==> src/rtl/kb_pkg.sv <==
// Shared scancode constants, parser state encoding and LED bit positions
// for the PS/2 keyboard lock controller.
package kb_pkg;

    localparam logic [7:0] SC_E0     = 8'hE0;
    localparam logic [7:0] SC_E1     = 8'hE1;
    localparam logic [7:0] SC_F0     = 8'hF0;
    localparam logic [7:0] SC_CAPS   = 8'h58;
    localparam logic [7:0] SC_NUM    = 8'h77;
    localparam logic [7:0] SC_SCROLL = 8'h7E;

    localparam int LED_SCROLL = 0;
    localparam int LED_NUM    = 1;
    localparam int LED_CAPS   = 2;

    // Bytes that follow E1 in the Pause sequence
    localparam logic [2:0] E1_SKIP_LEN = 3'd7;

    // Event entry layout: {code[7:0], ext, brk}
    localparam int EVT_W = 10;

    typedef enum logic [2:0] {
        ST_IDLE,
        ST_GOT_E0,
        ST_GOT_F0,
        ST_GOT_E0F0,
        ST_SKIP_E1
    } parse_state_t;

    // Keyboard status/response bytes that never start a key event
    function automatic logic is_filtered(input logic [7:0] code);
        case (code)
            8'h00, 8'hAA, 8'hEE, 8'hFA,
            8'hFC, 8'hFD, 8'hFE, 8'hFF: return 1'b1;
            default:                    return 1'b0;
        endcase
    endfunction

    function automatic logic [2:0] lock_mask(input logic [7:0] code);
        logic [2:0] m;
        m = 3'b000;
        case (code)
            SC_CAPS:   m[LED_CAPS]   = 1'b1;
            SC_NUM:    m[LED_NUM]    = 1'b1;
            SC_SCROLL: m[LED_SCROLL] = 1'b1;
            default:   m = 3'b000;
        endcase
        return m;
    endfunction

endpackage

==> src/rtl/kb_event_fifo.sv <==
// Key event FIFO: power-of-two depth, simultaneous push/pop always succeeds,
// sticky overflow flag when a push is dropped.
module kb_event_fifo
    import kb_pkg::*;
#(
    parameter int DEPTH = 4,
    parameter int W     = EVT_W
) (
    input  logic         i_clk,
    input  logic         i_rst_n,
    input  logic         push,
    input  logic [W-1:0] wr_data,
    input  logic         pop,
    output logic         valid,
    output logic [W-1:0] rd_data,
    output logic         overflow
);

    localparam int AW = $clog2(DEPTH);
    localparam logic [AW:0] FULL_CNT = (AW+1)'(DEPTH);

    logic [W-1:0]  mem [DEPTH];
    logic [AW-1:0] wr_ptr, rd_ptr;
    logic [AW:0]   count;
    logic          full, pop_ok, push_ok;

    assign full    = (count == FULL_CNT);
    assign valid   = (count != '0);
    assign pop_ok  = pop && valid;
    // A pop in the same cycle frees the slot the push needs
    assign push_ok = push && (!full || pop_ok);

    always_ff @(posedge i_clk or negedge i_rst_n) begin
        if (!i_rst_n) begin
            wr_ptr   <= '0;
            rd_ptr   <= '0;
            count    <= '0;
            overflow <= 1'b0;
        end else begin
            if (push_ok) wr_ptr <= wr_ptr + 1'b1;
            if (pop_ok)  rd_ptr <= rd_ptr + 1'b1;
            case ({push_ok, pop_ok})
                2'b10:   count <= count + 1'b1;
                2'b01:   count <= count - 1'b1;
                default: count <= count;
            endcase
            if (push && !push_ok) overflow <= 1'b1;
        end
    end

    always_ff @(posedge i_clk) begin
        if (push_ok) mem[wr_ptr] <= wr_data;
    end

    assign rd_data = valid ? mem[rd_ptr] : '0;

endmodule

==> src/rtl/kb_lock_controller.sv <==
// Scancode prefix parser with Caps/Num/Scroll lock tracking; decoded key
// events are queued for a downstream consumer.
module kb_lock_controller
    import kb_pkg::*;
#(
    parameter int FIFO_DEPTH = 4
) (
    input  logic       i_clk,
    input  logic       i_rst_n,
    input  logic [7:0] i_keycode,
    input  logic       i_ready,
    output logic [2:0] o_led_status,
    output logic       o_event_valid,
    input  logic       i_event_ack,
    output logic [7:0] o_event_code,
    output logic       o_event_ext,
    output logic       o_event_break,
    output logic       o_overflow
);

    parse_state_t state_q, state_d;
    logic [2:0]   skip_q, skip_d;
    logic [2:0]   led_q, led_d;
    logic [2:0]   held_q, held_d;
    logic [2:0]   lock;
    logic         emit, evt_ext, evt_brk;
    logic [EVT_W-1:0] head;

    always_ff @(posedge i_clk or negedge i_rst_n) begin
        if (!i_rst_n) begin
            state_q <= ST_IDLE;
            skip_q  <= '0;
            led_q   <= '0;
            held_q  <= '0;
        end else begin
            state_q <= state_d;
            skip_q  <= skip_d;
            led_q   <= led_d;
            held_q  <= held_d;
        end
    end

    always_comb begin
        state_d = state_q;
        skip_d  = skip_q;
        led_d   = led_q;
        held_d  = held_q;
        emit    = 1'b0;
        evt_ext = 1'b0;
        evt_brk = 1'b0;
        lock    = 3'b000;

        if (i_ready) begin
            case (state_q)
                ST_IDLE: begin
                    if (i_keycode == SC_E0) begin
                        state_d = ST_GOT_E0;
                    end else if (i_keycode == SC_F0) begin
                        state_d = ST_GOT_F0;
                    end else if (i_keycode == SC_E1) begin
                        state_d = ST_SKIP_E1;
                        skip_d  = E1_SKIP_LEN;
                    end else if (!is_filtered(i_keycode)) begin
                        emit = 1'b1;
                    end
                end
                ST_GOT_E0: begin
                    if (i_keycode == SC_F0) begin
                        state_d = ST_GOT_E0F0;
                    end else begin
                        emit    = 1'b1;
                        evt_ext = 1'b1;
                        state_d = ST_IDLE;
                    end
                end
                ST_GOT_F0: begin
                    emit    = 1'b1;
                    evt_brk = 1'b1;
                    state_d = ST_IDLE;
                end
                ST_GOT_E0F0: begin
                    emit    = 1'b1;
                    evt_ext = 1'b1;
                    evt_brk = 1'b1;
                    state_d = ST_IDLE;
                end
                ST_SKIP_E1: begin
                    if (skip_q <= 3'd1) begin
                        skip_d  = 3'd0;
                        state_d = ST_IDLE;
                    end else begin
                        skip_d = skip_q - 3'd1;
                    end
                end
                default: state_d = ST_IDLE;
            endcase
        end

        // Held flags stop typematic repeats from re-toggling a lock LED
        if (emit && !evt_ext) lock = lock_mask(i_keycode);
        if (evt_brk) begin
            held_d = held_q & ~lock;
        end else begin
            led_d  = led_q ^ (lock & ~held_q);
            held_d = held_q | lock;
        end
    end

    kb_event_fifo #(
        .DEPTH (FIFO_DEPTH),
        .W     (EVT_W)
    ) u_fifo (
        .i_clk    (i_clk),
        .i_rst_n  (i_rst_n),
        .push     (emit),
        .wr_data  ({i_keycode, evt_ext, evt_brk}),
        .pop      (i_event_ack),
        .valid    (o_event_valid),
        .rd_data  (head),
        .overflow (o_overflow)
    );

    assign o_led_status  = led_q;
    assign o_event_code  = head[9:2];
    assign o_event_ext   = head[1];
    assign o_event_break = head[0];

endmodule

==> config.mk <==
export PLATFORM = sky130hd
export DESIGN_NAME = kb_lock_controller
export DESIGN_NICKNAME = d
export VERILOG_FILES = /design/src/rtl/kb_pkg.sv /design/src/rtl/kb_event_fifo.sv /design/src/rtl/kb_lock_controller.sv
export SDC_FILE = /design/constraint.sdc
export NUM_CORES = 1
export LEC_CHECK = 0
export ABC_AREA = 1
export BUFFER_PORTS_ARGS = -buffer_cell sky130_fd_sc_hd__buf_2
export CAP_MARGIN = 20
export CORE_UTILIZATION = 53
export CTS_CLUSTER_DIAMETER = 30
export DETAILED_ROUTE_END_ITERATION = 7
export PLACE_DENSITY = 0.75
export SLEW_MARGIN = 20
export SYNTH_ARGS = -nofsm -noshare
export SYNTH_HDL_FRONTEND = slang
export SYNTH_SLANG_ARGS = --single-unit
==> constraint.sdc <==
create_clock -name i_clk -period 2.15 [get_ports i_clk]
set_input_delay 0.1075 -clock i_clk [delete_from_list [all_inputs] [get_ports i_clk]]
set_output_delay 0.1075 -clock i_clk [all_outputs]
set_load 0.03 [all_outputs]
==> qor.csv <==
metric;value;unit
status;completed;
fmax;507;MHz
clockRootBuffer;clkbuf_8;
drt_wl_total;5560;um
power_leakage;1.48;nW
syn_nets;325;
worst_pin_slew;0.610;ns
relSlewSlack;0.590;
yosys_warnings;0;
yosysTopAreaCell;edfxtp_1;
synth.distinct_cells;29;
antenna_found_initial;0;
post-route-util;0.654;
clk_path_buf_depth;2;
drive_gt1_frac;0.215;
grt_pass1_wl;9710;um
path_delay_family;adder cells;
routabilityCongestion;0.914;
rsz0062_at_grt;false;
path_cells;inv_2, nand2_4, nor2_4, nand2_1, nor2_2, nand2_2, nand2_4, nand3_2, ha_1, inv_2, fa_1, a21oi_1, o21ai_1, xor2_1;
avgSynthCellArea;9.60;um^2
yosys-top-cells-count;nor2_1, edfxtp_1, inv_1;
fp-row-count;26;
wl_met2;2680;um
cp.required;2.37;ns
synth_ff_type;edfxtp_1;
dp_hpwl;3830;um
fin_crit_sh;0.917;
pwr-share-comb;0.442;
initial_core_util;0.563;
path_clk_slew;0.07;ns
n_antenna_cell;0;
power;4.53;mW
pin_count;27;
synth_edf_count;40;
topRoutingLayerUsed;met4;
synth_top_area_frac;0.410;
ys_seq_elements;60;
maxCapViolCount;0;
dieWidth;76.3;um
wl_per_cell;13.1;um
drtIter0Drc;159;
irDropWorstVdd;0.000694;V
start_kind;flip-flop;
grt_max_degree;23;
nets;368;
fillCellCount;439;
layout_min_cycle_time;1.97;ns
firstDrtPassIters;4;
pwr-share-clk;0.205;
tns;0;ns
wl_met1;2570;um
crit_type;reg -> reg;
ant_nets;0;
p_sw;1.88;mW
cts_buffers;9;
netlist_instances;305;
cp_max_fo;4;
setup_viol;0;
worstPathArrival;2.19;ns
synth_area;0.00293;mm^2
cpPeakStageDelay;0.39;ns
die_area;0.00583;mm^2
slew_viol_final;0;
grt_pass1_vias;2058;
endpoint_kind;flip-flop;
cts_sinks;60;
path_buf_inv;2;
slowest_stage;dfrtp_1;
seq_area;0.00170;mm^2
track_usage;0.218;
post_cts_buffers;0;
switching_share;0.414;
die_h;76.3;um
finClkSkew;0.00708;ns
numPortBuffers;26;
vias;2144;
clk_latency;0.33;ns
hold_violations;0;
pwr-share-seq;0.353;
wl_met3;205;um
coreArea;0.00520;mm^2
multi_input_area;0.00105;mm^2
cellInternalPower;2.66;mW
overflow;0;
cts_tree;done;
async_reset_ff_frac;0.333;
synth_most_common_cell;nor2_1;
synth_area_leaders;edfxtp_1, dfrtp_1, nor2_1;
yosysSeqAreaShare;0.581;
p_per_area;1330;mW/mm^2
hp-class;in -> reg;
drcViolationCount;0;
viasPerCell;5.07;
area_delta_synth_final;16.3;%
htreeDepth;3;
==> per-layer routing <==
| layer | vias up | global-route usage |
|---|---|---|
| met5 | - | 0 |
| met4 | 0 | 0.112 |
| met1 | 1000 | 0.289 |
| met3 | 10 | 0.0395 |
| li1 | 1090 | - |
| met2 | 44 | 0.343 |
==> state kept, by name, indices dropped and copies added, names as in the netlist, named ones only <==
name and count:
u_fifo.mem 40, o_led_status 3, skip_q 3, state_q 3, u_fifo.count 3, u_fifo.rd_ptr 2
u_fifo.wr_ptr 2, u_fifo.overflow 1
==> power groups by stage <==
| stage | Clock [mW] | Sequential [mW] | Combinational (mW) |
|---|---|---|---|
| 3_3_place_gp | 0 | 1.61 | 1.95 |
| 6_report | 0.930 | 1.60 | 2.00 |
| 2_1_floorplan | 0 | 1.63 | 1.43 |
| 3_5_place_dp | 0 | 1.62 | 2.00 |
| 5_1_grt | 0.999 | 1.63 | 2.26 |
| 4_1_cts | 0.956 | 1.60 | 2.01 |
==> layout by cell type (no fill, tap or decap), drive strengths merged, types with 2 or more instances in the layout <==
cell type,n
a31oi,2
ha,7
nand2,41
buf,38
edfxtp,40
a21oi,15
nor4,2
xor2,5
inv,41
clkbuf,9
nor2,70
nand4,4
o21bai,2
o21ai,29
dfrtp,20
nand3,15
clkinv,6
==> area by class of cell <==
type,count,area share
clock buffer,9,0.0364
multi-input combinational,197,0.309
sequential,60,0.500
timing repair buffer,39,0.0676
clock inverter,7,0.0169
tap,70,0.0257
inverter,41,0.0452
==> worst register-to-register path, cell delays in order (launching register included) <==
cell	delay, ns
dfrtp_1	0.39
inv_2	0.07
nand2_4	0.10
nor2_4	0.04
nand2_1	0.08
nor2_2	0.04
nand2_2	0.08
nand2_4	0.05
nand3_2	0.06
ha_1	0.16
inv_2	0.05
fa_1	0.38
a21oi_1	0.13
o21ai_1	0.09
xor2_1	0.14
==> metrics by stage <==
step	instance area [um^2]	instances	setup slack, ns	hold slack (ns)
2_1_floorplan	2930	305	0.111	-0.188
3_3_place_gp	3210	406	0.0769	0.0853
3_5_place_dp	3210	406	0.0249	0.0938
4_1_cts	3400	423	0.0917	0.0410
5_1_grt	3410	423	0.0114	0.0502
6_report	3410	423	0.179	0.0532
==> timing repair <==
item                                    in CTS  in global routing
hold buffers                                 1                  0
endpoints found under the hold margin       20                  0
gates resized for setup                      0                  4
endpoints found under the setup margin       0                  2
==> final timing paths <==
path	cells past startpoint	slack, ns	endpoint	start
min in group asynchronous	2	0.26	skip_q[2]	i_rst_n
max	14	0.18	u_fifo.count[2]	state_q[0]
min	1	0.05	u_fifo.mem[3][9]	i_keycode[7]
max reg2reg	14	0.18	u_fifo.count[2]	state_q[0]
max in group asynchronous	2	1.56	asynchronous set/reset pin	i_rst_n
min reg2reg	1	0.47	u_fifo.overflow	u_fifo.overflow
==> logic make-up after synthesis <==
group           Yosys count  synth area share
buf+inv                  48            0.0615
simple gates            133             0.213
flops                    60             0.581
xor+xnor                  6            0.0179
compound gates           50            0.0893
fa+ha+maj                 8            0.0368
Note: power is estimated with default switching activity, not from simulation.
